<file path="src/rtl/accum_bank_if.sv">
// Operation, read and flag signals of the accumulator bank, bundled so that
// client blocks can pass a single port instead of nine loose wires.
interface accum_bank_if #(
    parameter int WIDTH    = 8,
    parameter int CHANNELS = 4
) ();
    localparam int CW = (CHANNELS > 1) ? $clog2(CHANNELS) : 1;

    logic                in_valid;
    logic [CW-1:0]       in_chan;
    logic [1:0]          in_op;
    logic [WIDTH-1:0]    in_arg;
    logic                sat_en;
    logic [CW-1:0]       rd_chan;
    logic [WIDTH-1:0]    rd_data;
    logic [CHANNELS-1:0] ovf;
    logic                ovf_clear;

    modport master (
        output in_valid, in_chan, in_op, in_arg, sat_en, rd_chan, ovf_clear,
        input  rd_data, ovf
    );

    modport slave (
        input  in_valid, in_chan, in_op, in_arg, sat_en, rd_chan, ovf_clear,
        output rd_data, ovf
    );
endinterface

</file>
<file path="src/rtl/accum_bank.sv">
// Bank of CHANNELS unsigned WIDTH-bit accumulators with one add/sub/load/clear
// per cycle, wrap or saturate arithmetic, sticky overflow flags and a registered read.
module accum_bank #(
    parameter int  WIDTH    = 8,
    parameter int  CHANNELS = 4,
    localparam int CW       = (CHANNELS > 1) ? $clog2(CHANNELS) : 1
) (
    input logic         clock,
    input logic         reset,
    accum_bank_if.slave bus
);
    typedef enum logic [1:0] {
        OP_ADD   = 2'b00,
        OP_SUB   = 2'b01,
        OP_LOAD  = 2'b10,
        OP_CLEAR = 2'b11
    } op_e;

    logic [WIDTH-1:0]    acc     [CHANNELS];
    logic [WIDTH-1:0]    acc_nxt [CHANNELS];
    logic [CHANNELS-1:0] ovf_q, ovf_nxt;
    logic [WIDTH-1:0]    rd_q, rd_nxt;

    logic             hit;
    logic [WIDTH-1:0] cur;
    logic [WIDTH-1:0] new_val;
    logic [WIDTH:0]   sum, diff;
    logic             set_flag, clr_flag;
    op_e              op;

    // Matching against every real channel index makes an out-of-range
    // in_chan select nothing, so it naturally becomes a no-op.
    always_comb begin : operand_select
        // NOTE: every always_comb output gets a default first; a path that
        // leaves one unassigned would infer a latch.
        hit = 1'b0;
        cur = '0;
        for (int c = 0; c < CHANNELS; c++) begin
            if (bus.in_chan == CW'(c)) begin
                hit = bus.in_valid;
                cur = acc[c];
            end
        end
    end

    assign op   = op_e'(bus.in_op);
    assign sum  = {1'b0, cur} + {1'b0, bus.in_arg};
    assign diff = {1'b0, cur} - {1'b0, bus.in_arg};

    // The top bit of the widened difference is the borrow (cur < in_arg).
    always_comb begin : op_decode
        new_val  = cur;
        set_flag = 1'b0;
        clr_flag = 1'b0;
        unique case (op)
            OP_ADD: begin
                set_flag = sum[WIDTH];
                new_val  = (bus.sat_en && sum[WIDTH]) ? '1 : sum[WIDTH-1:0];
            end
            OP_SUB: begin
                set_flag = diff[WIDTH];
                new_val  = (bus.sat_en && diff[WIDTH]) ? '0 : diff[WIDTH-1:0];
            end
            OP_LOAD: begin
                new_val = bus.in_arg;
            end
            OP_CLEAR: begin
                new_val  = '0;
                clr_flag = 1'b1;
            end
        endcase
    end

    // ovf_clear is applied first so a same-cycle carry/borrow wins over it.
    always_comb begin : next_state
        acc_nxt = acc;
        ovf_nxt = bus.ovf_clear ? '0 : ovf_q;
        for (int c = 0; c < CHANNELS; c++) begin
            if (hit && bus.in_chan == CW'(c)) begin
                acc_nxt[c] = new_val;
                if (set_flag) begin
                    ovf_nxt[c] = 1'b1;
                end else if (clr_flag) begin
                    ovf_nxt[c] = 1'b0;
                end
            end
        end
    end

    // Read returns the pre-update value; out-of-range channels read as zero.
    always_comb begin : read_select
        rd_nxt = '0;
        for (int c = 0; c < CHANNELS; c++) begin
            if (bus.rd_chan == CW'(c)) begin
                rd_nxt = acc[c];
            end
        end
    end

    always_ff @(posedge clock) begin
        if (reset) begin
            // NOTE: the accumulator array is deliberately reset, since clients
            // rely on every channel reading zero after reset; this keeps it in
            // flops rather than a RAM macro.
            for (int c = 0; c < CHANNELS; c++) begin
                acc[c] <= '0;
            end
            ovf_q <= '0;
            rd_q  <= '0;
        end else begin
            // NOTE: state registers use non-blocking assignment so every flop
            // samples pre-edge values regardless of statement order.
            acc   <= acc_nxt;
            ovf_q <= ovf_nxt;
            rd_q  <= rd_nxt;
        end
    end

    assign bus.rd_data = rd_q;
    assign bus.ovf     = ovf_q;
endmodule

</file>
<file path="src/flat_wrapper.sv">
// flat-port wrapper written by rule: the top's interface ports become plain ports
module accum_bank_flat 
#(
    parameter int  WIDTH    = 8,
    parameter int  CHANNELS = 4,
    localparam int CW       = (CHANNELS > 1) ? $clog2(CHANNELS) : 1
)
  (clock, reset, bus_in_valid, bus_in_chan, bus_in_op, bus_in_arg, bus_sat_en, bus_rd_chan, bus_ovf_clear, bus_rd_data, bus_ovf);
  accum_bank_if #(.WIDTH(WIDTH), .CHANNELS(CHANNELS)) bus_i ();
  input logic clock;
  input logic reset;
  input wire logic [$bits(bus_i.in_valid)-1:0] bus_in_valid;
  input wire logic [$bits(bus_i.in_chan)-1:0] bus_in_chan;
  input wire logic [$bits(bus_i.in_op)-1:0] bus_in_op;
  input wire logic [$bits(bus_i.in_arg)-1:0] bus_in_arg;
  input wire logic [$bits(bus_i.sat_en)-1:0] bus_sat_en;
  input wire logic [$bits(bus_i.rd_chan)-1:0] bus_rd_chan;
  input wire logic [$bits(bus_i.ovf_clear)-1:0] bus_ovf_clear;
  output wire logic [$bits(bus_i.rd_data)-1:0] bus_rd_data;
  output wire logic [$bits(bus_i.ovf)-1:0] bus_ovf;
  assign bus_i.in_valid = bus_in_valid;
  assign bus_i.in_chan = bus_in_chan;
  assign bus_i.in_op = bus_in_op;
  assign bus_i.in_arg = bus_in_arg;
  assign bus_i.sat_en = bus_sat_en;
  assign bus_i.rd_chan = bus_rd_chan;
  assign bus_i.ovf_clear = bus_ovf_clear;
  assign bus_rd_data = bus_i.rd_data;
  assign bus_ovf = bus_i.ovf;
  accum_bank #(.WIDTH(WIDTH), .CHANNELS(CHANNELS)) u_core (.clock(clock), .reset(reset), .bus(bus_i));
endmodule
</file>
<file path="config.mk">
export PLATFORM = sky130hd
export DESIGN_NAME = accum_bank_flat
export DESIGN_NICKNAME = d
export VERILOG_FILES = /design/src/rtl/accum_bank_if.sv /design/src/rtl/accum_bank.sv /design/src/flat_wrapper.sv
export SDC_FILE = /design/constraint.sdc
export NUM_CORES = 1
export LEC_CHECK = 0
export BUFFER_PORTS_ARGS = -buffer_cell sky130_fd_sc_hd__buf_2
export CELL_PAD_IN_SITES_DETAIL_PLACEMENT = 0
export CELL_PAD_IN_SITES_GLOBAL_PLACEMENT = 2
export CORE_MARGIN = 3
export CORE_UTILIZATION = 40
export CTS_CLUSTER_SIZE = 25
export DETAILED_ROUTE_END_ITERATION = 10
export PLACE_DENSITY_LB_ADDON = 0.1
export SETUP_SLACK_MARGIN = 0.4
export SLEW_MARGIN = 20
export SYNTH_ARGS = -nofsm -noshare
export SYNTH_HDL_FRONTEND = slang
export SYNTH_SLANG_ARGS = --single-unit
</file>
<file path="constraint.sdc">
create_clock -name clock -period 5.4 [get_ports clock]
set_input_delay 0.54 -clock clock [delete_from_list [all_inputs] [get_ports clock]]
set_output_delay 0.54 -clock clock [all_outputs]
set_load 0.01 [all_outputs]
</file>
Word-level counts from Yosys, hierarchy flattened
Index checks and enable logic that the tools add are counted.
{"block": "totals", "output_inout_bits": 12, "reg_bits": 44}
{"block": "classes", "reduce_logical": 9, "eq_ne": 9, "mux": 30, "add_sub_neg": 2}
{"operator": "$mux W8", "n": 10}
{"operator": "$pmux W8 S4", "n": 1}
{"operator": "$mux W1", "n": 17}
{"operator": "$eq A2 B2 Y1 const B", "n": 6}
{"operator": "$add A8 B8 Y9", "n": 1}
{"operator": "$sub A8 B8 Y9", "n": 1}
{"operator": "$eq A2 B1 Y1 const B", "n": 3}
{"operator": "$logic_and A1 B1 Y1", "n": 6}
{"operator": "$logic_not A2 Y1", "n": 3}
{"operator": "$mux W4", "n": 1}
{"operator": "$pmux W1 S2", "n": 1}

Longest topological paths before layout
{"block": "logic_depth", "depth_word": 9, "mapped_depth": 12}

Worst setup path after synthesis
Ideal clock, no wire load.
{"block": "synth_timing", "path_kind": "input port to flip-flop", "start": "input bus_in_chan[0]", "end": "register u_core.acc[10] (netlist name)", "setup_time_ns": 0.138, "path_slack_ns": 1.843, "path_stages": 9, "required_ns": 5.262, "arrival_time_ns": 3.420, "cell_sequence": "buf_1 > mux4_2 > fa_1 > a21o_1 > a221o_1 > a21o_1 > a221o_1 > a21oi_2 > a211oi_1"}
{"block": "synth_between", "elab_chain_cells": 9, "word_cells_on_any_way": 20, "classes_between": "add/sub: 2; eq/ne: 3; mux: 11; reduce/logical: 4"}
{"element": "from (decl)", "line": "flat_wrapper.sv:13", "source": "input wire logic [$bits(bus_i.in_chan)-1:0] bus_in_chan;"}
{"element": "$logic_not A2 Y1", "line": "accum_bank.sv:39", "source": "if (bus.in_chan == CW'(c)) begin"}
{"element": "$mux W8 (4 in series)", "line": "accum_bank.sv:39"}
{"element": "$sub A8 B8 Y9 or $add A8 B8 Y9 (tied branches)", "line": "accum_bank.sv:48, accum_bank.sv:47"}
{"element": "$logic_and A1 B1 Y1 (on tied branches)", "line": "accum_bank.sv:62, accum_bank.sv:58"}
{"element": "$mux W8 (on tied branches)", "line": "accum_bank.sv:62, accum_bank.sv:58"}
{"element": "$pmux W8 S4", "line": "accum_bank.sv:55", "source": "unique case (op)"}
{"element": "to (signal assigned)", "line": "accum_bank.sv:113", "source": "acc <= acc_nxt;"}
{"element": "to (decl)", "line": "accum_bank.sv:19", "source": "logic [WIDTH-1:0] acc [CHANNELS];"}
Several ways; a longest one is shown, not always the timed one.
A chain may end at the register's enable or synchronous reset.

Final worst setup path
{"block": "layout_timing", "start": "input bus_in_chan[0]", "end": "register u_core.acc[29] (netlist name)"}
{"block": "layout_between", "elab_chain_cells": 9, "word_cells_on_any_way": 20, "classes_between": "add/sub: 2; eq/ne: 3; mux: 11; reduce/logical: 4"}
{"element": "$logic_not A2 Y1", "line": "accum_bank.sv:39, accum_bank.sv:79"}
{"element": "$mux W8 (4 in series)", "line": "accum_bank.sv:39"}
{"element": "$sub A8 B8 Y9 or $add A8 B8 Y9 (tied branches)", "line": "accum_bank.sv:48, accum_bank.sv:47"}
{"element": "$logic_and A1 B1 Y1 (on tied branches)", "line": "accum_bank.sv:62, accum_bank.sv:58"}
{"element": "$mux W8 (on tied branches)", "line": "accum_bank.sv:62, accum_bank.sv:58"}
{"element": "$pmux W8 S4", "line": "accum_bank.sv:55"}
Several ways; a longest one is shown, not always the timed one.

==> impl_metrics.env <==
export IMPL_swShare=0.285
export IMPL_syn_nets=348
export IMPL_synth_top_area_share=0.300
export IMPL_die_area_um2=8400
export IMPL_drcViolationCount=0
export IMPL_p_int_uw=576
export IMPL_ys_top_cells_by_area="dfxtp_1, mux4_2, ha_1, a211oi_1, nor2_1"
export IMPL_overflow=0
export IMPL_wirelength_um=7530
export IMPL_vias=2424
export IMPL_cp_arrival_ns=3.88
export IMPL_fin_crit_ns=3.71
export IMPL_ys_flop_type="dfxtp_1"
export IMPL_fin_ws_ns=1.69
export IMPL_finalClockSkew_ns=0.00605
export IMPL_drv_slew=0
export IMPL_crit_chain="buf_2 -> mux4_2 -> inv_1 -> ha_1 -> inv_1 -> fa_1 -> a21o_1 -> a221o_1 -> a21oi_1 -> o32ai_1 -> a221oi_2 -> o21ai_1"
export IMPL_tritoncts="done"
export IMPL_netlist_top_cells_count="dfxtp_1, nor2_1, a211oi_1"
export IMPL_first_iter_violations=108
export IMPL_combPwrFrac=0.229
export IMPL_initial_utilization=0.423
export IMPL_endpoint_kind="flop"
export IMPL_cp_common_cell="inv_1"
export IMPL_finalSetupViolCount=0
export IMPL_synth_edff_count=0
export IMPL_io_pins=31
export IMPL_cts_buffer_depth=2
export IMPL_drt_antenna_violating_nets=0
export IMPL_criticalPathCategory="in2reg"
export IMPL_clk_pin_slew_worst_paths_ns=0.08
export IMPL_cts_buffers=5
export IMPL_clkLatencyLatePin_ns=0.29
export IMPL_tightest_slew_ns=0.880
export IMPL_yosysTopAreaCell="dfxtp_1"
export IMPL_htreeDepth=2
export IMPL_synth_seq_area_share=0.300
export IMPL_clock_sinks=44
export IMPL_num_antenna_cells=0
export IMPL_finalHoldViolCount=0
export IMPL_critPathMaxFanout=15
export IMPL_cap_violations=0
export IMPL_antenna_found_initial=0
export IMPL_coreArea_um2=6940
export IMPL_cpPeakStageDelay_ns=0.58
export IMPL_ys_ff_latch=44
export IMPL_final_core_util=0.469
export IMPL_nNetsFinal=366
export IMPL_cp_start_kind="input pin"
export IMPL_power_leakage_uw=0.00131
export IMPL_area_growth_pct=10.9
export IMPL_required_ns=5.57
export IMPL_ir_drop_v=0.000102
export IMPL_hold_class="reg2reg"
export IMPL_cts_repair_resized=0
export IMPL_yosys_cell_types_count=54
export IMPL_rsz0062_at_grt="false"
export IMPL_cpMaxStageDelayCell="mux4_2"
export IMPL_clkPwrFrac=0.340
export IMPL_post_route_period_util=0.687
export IMPL_seqPwrFrac=0.432
export IMPL_post_layout_nonfiller_instances=425
export IMPL_wire_per_inst_um=17.7
export IMPL_cts_root_buf="clkbuf_8"
export IMPL_place_gp_congestion=0.839
export IMPL_viasPerCell=5.70
export IMPL_max_freq_mhz=270
export IMPL_status="finished, final reports clean"
export IMPL_timing_hold_ws_ns=0.499
export IMPL_async_flop_share=0
export IMPL_grt_usage=0.184
export IMPL_io_buffers=30
export IMPL_post_cts_setup_buffers=0
export IMPL_yosys_warnings=0
export IMPL_syn_inst=310
export IMPL_finalSetupTns_ns=0
export IMPL_layout_drive_gt1_share=0.204
export IMPL_holdBufCountCts=0
export IMPL_syn_avg_cell_area_um2=9.46
export IMPL_place_ws_ns=1.42
export IMPL_p_switching_uw=229
export IMPL_synthesis_area_um2=2930
export IMPL_powerDensity_nw_per_um2=247
export IMPL_place_inst=417
export IMPL_die_height_um=91.6
export IMPL_grt_pass1_vias=2376
export IMPL_relSlewSlack=0.413
export IMPL_synth_most_common_cell="dfxtp_1"
export IMPL_grt_pass1_wl_um=12300
export IMPL_num_rows=30
export IMPL_drtPass1Iterations=4
export IMPL_dp_hpwl_um=5620
export IMPL_grt_start_max_net_pins=48
export IMPL_die_x_um=91.6
## registers in the layout, indices dropped and copies added, names as in the netlist
name and cells:
u_core.acc 32, u_core.bus.ovf 4, u_core.bus.rd_data 8
## cells in the final DEF (no fill, tap or decap), types with 6 or more instances in the layout
cell	instances
dfxtp_1	44
nor2_1	33
buf_2	30
a211oi_1	27
inv_1	22
ha_1	17
mux4_2	16
a21oi_1	16
nor2b_1	13
nand3b_1	10
a21o_1	7
o21ai_0	7
clkbuf_8	7
nand2_1	6
nand3_1	6
o21ai_1	6
## worst paths after layout
kind                            slack [ns]                          from                      endpoint  depth (start not counted)
worst max register to register        2.04    u_core.acc[0]$_SDFFE_PP0P_   u_core.acc[29]$_SDFFE_PP0P_                         11
worst min register to register        0.50  u_core.bus.ovf[3]$_SDFF_PP0_  u_core.bus.ovf[3]$_SDFF_PP0_                          1
worst min-delay path                  0.50  u_core.bus.ovf[3]$_SDFF_PP0_  u_core.bus.ovf[3]$_SDFF_PP0_                          1
worst max-delay path                  1.69                bus_in_chan[0]   u_core.acc[29]$_SDFFE_PP0P_                         12
## worst max-delay path: cells and delay by family
family / cells / cell delay (ns)
AOI/OAI and AO/OA: 6 / 1.72
muxes: 1 / 0.58
adders and majority gates: 2 / 0.57
buffers and inverters: 3 / 0.47
## cell type report
| cell class | instances | area [µm²] |
|---|---|---|
| Inverter | 22 | 82.6 |
| Clock buffer | 7 | 96.3 |
| Clock inverter | 1 | 30.0 |
| Sequential cell | 44 | 881 |
| Multi-Input combinational cell | 223 | 1880 |
| Timing Repair Buffer | 32 | 165 |
| Fill cell | 666 | 3690 |
| Tap cell | 96 | 120 |
## layer usage
layer  share of wire  track usage  routed length, µm
met1            0.47        0.252               3570
met2            0.49        0.305               3670
met3           0.034       0.0377                259
met4          0.0041       0.0302                 31
met5               0            0                  0
## through the flow
stage          total power [µW]  area (µm²)
4_1_cts                     812        3250
3_5_place_dp                539        3130
6_report                    805        3250
3_3_place_gp                540        3130
2_1_floorplan               492        2930
5_1_grt                     847        3250
## power groups by stage
stage	combinational (µW)	sequential, µW	clock (µW)
4_1_cts	185	348	279
3_3_place_gp	185	354	0
5_1_grt	205	349	293
2_1_floorplan	138	354	0
6_report	184	347	273
3_5_place_dp	184	355	0
## kinds of logic after synthesis
group | synth area share
flops | 0.300
mux | 0.126
buf+inv | 0.0593
simple gates | 0.167
compound gates | 0.261
fa+ha+maj | 0.0861
No activity file was read; power rests on OpenSTA's default activity.
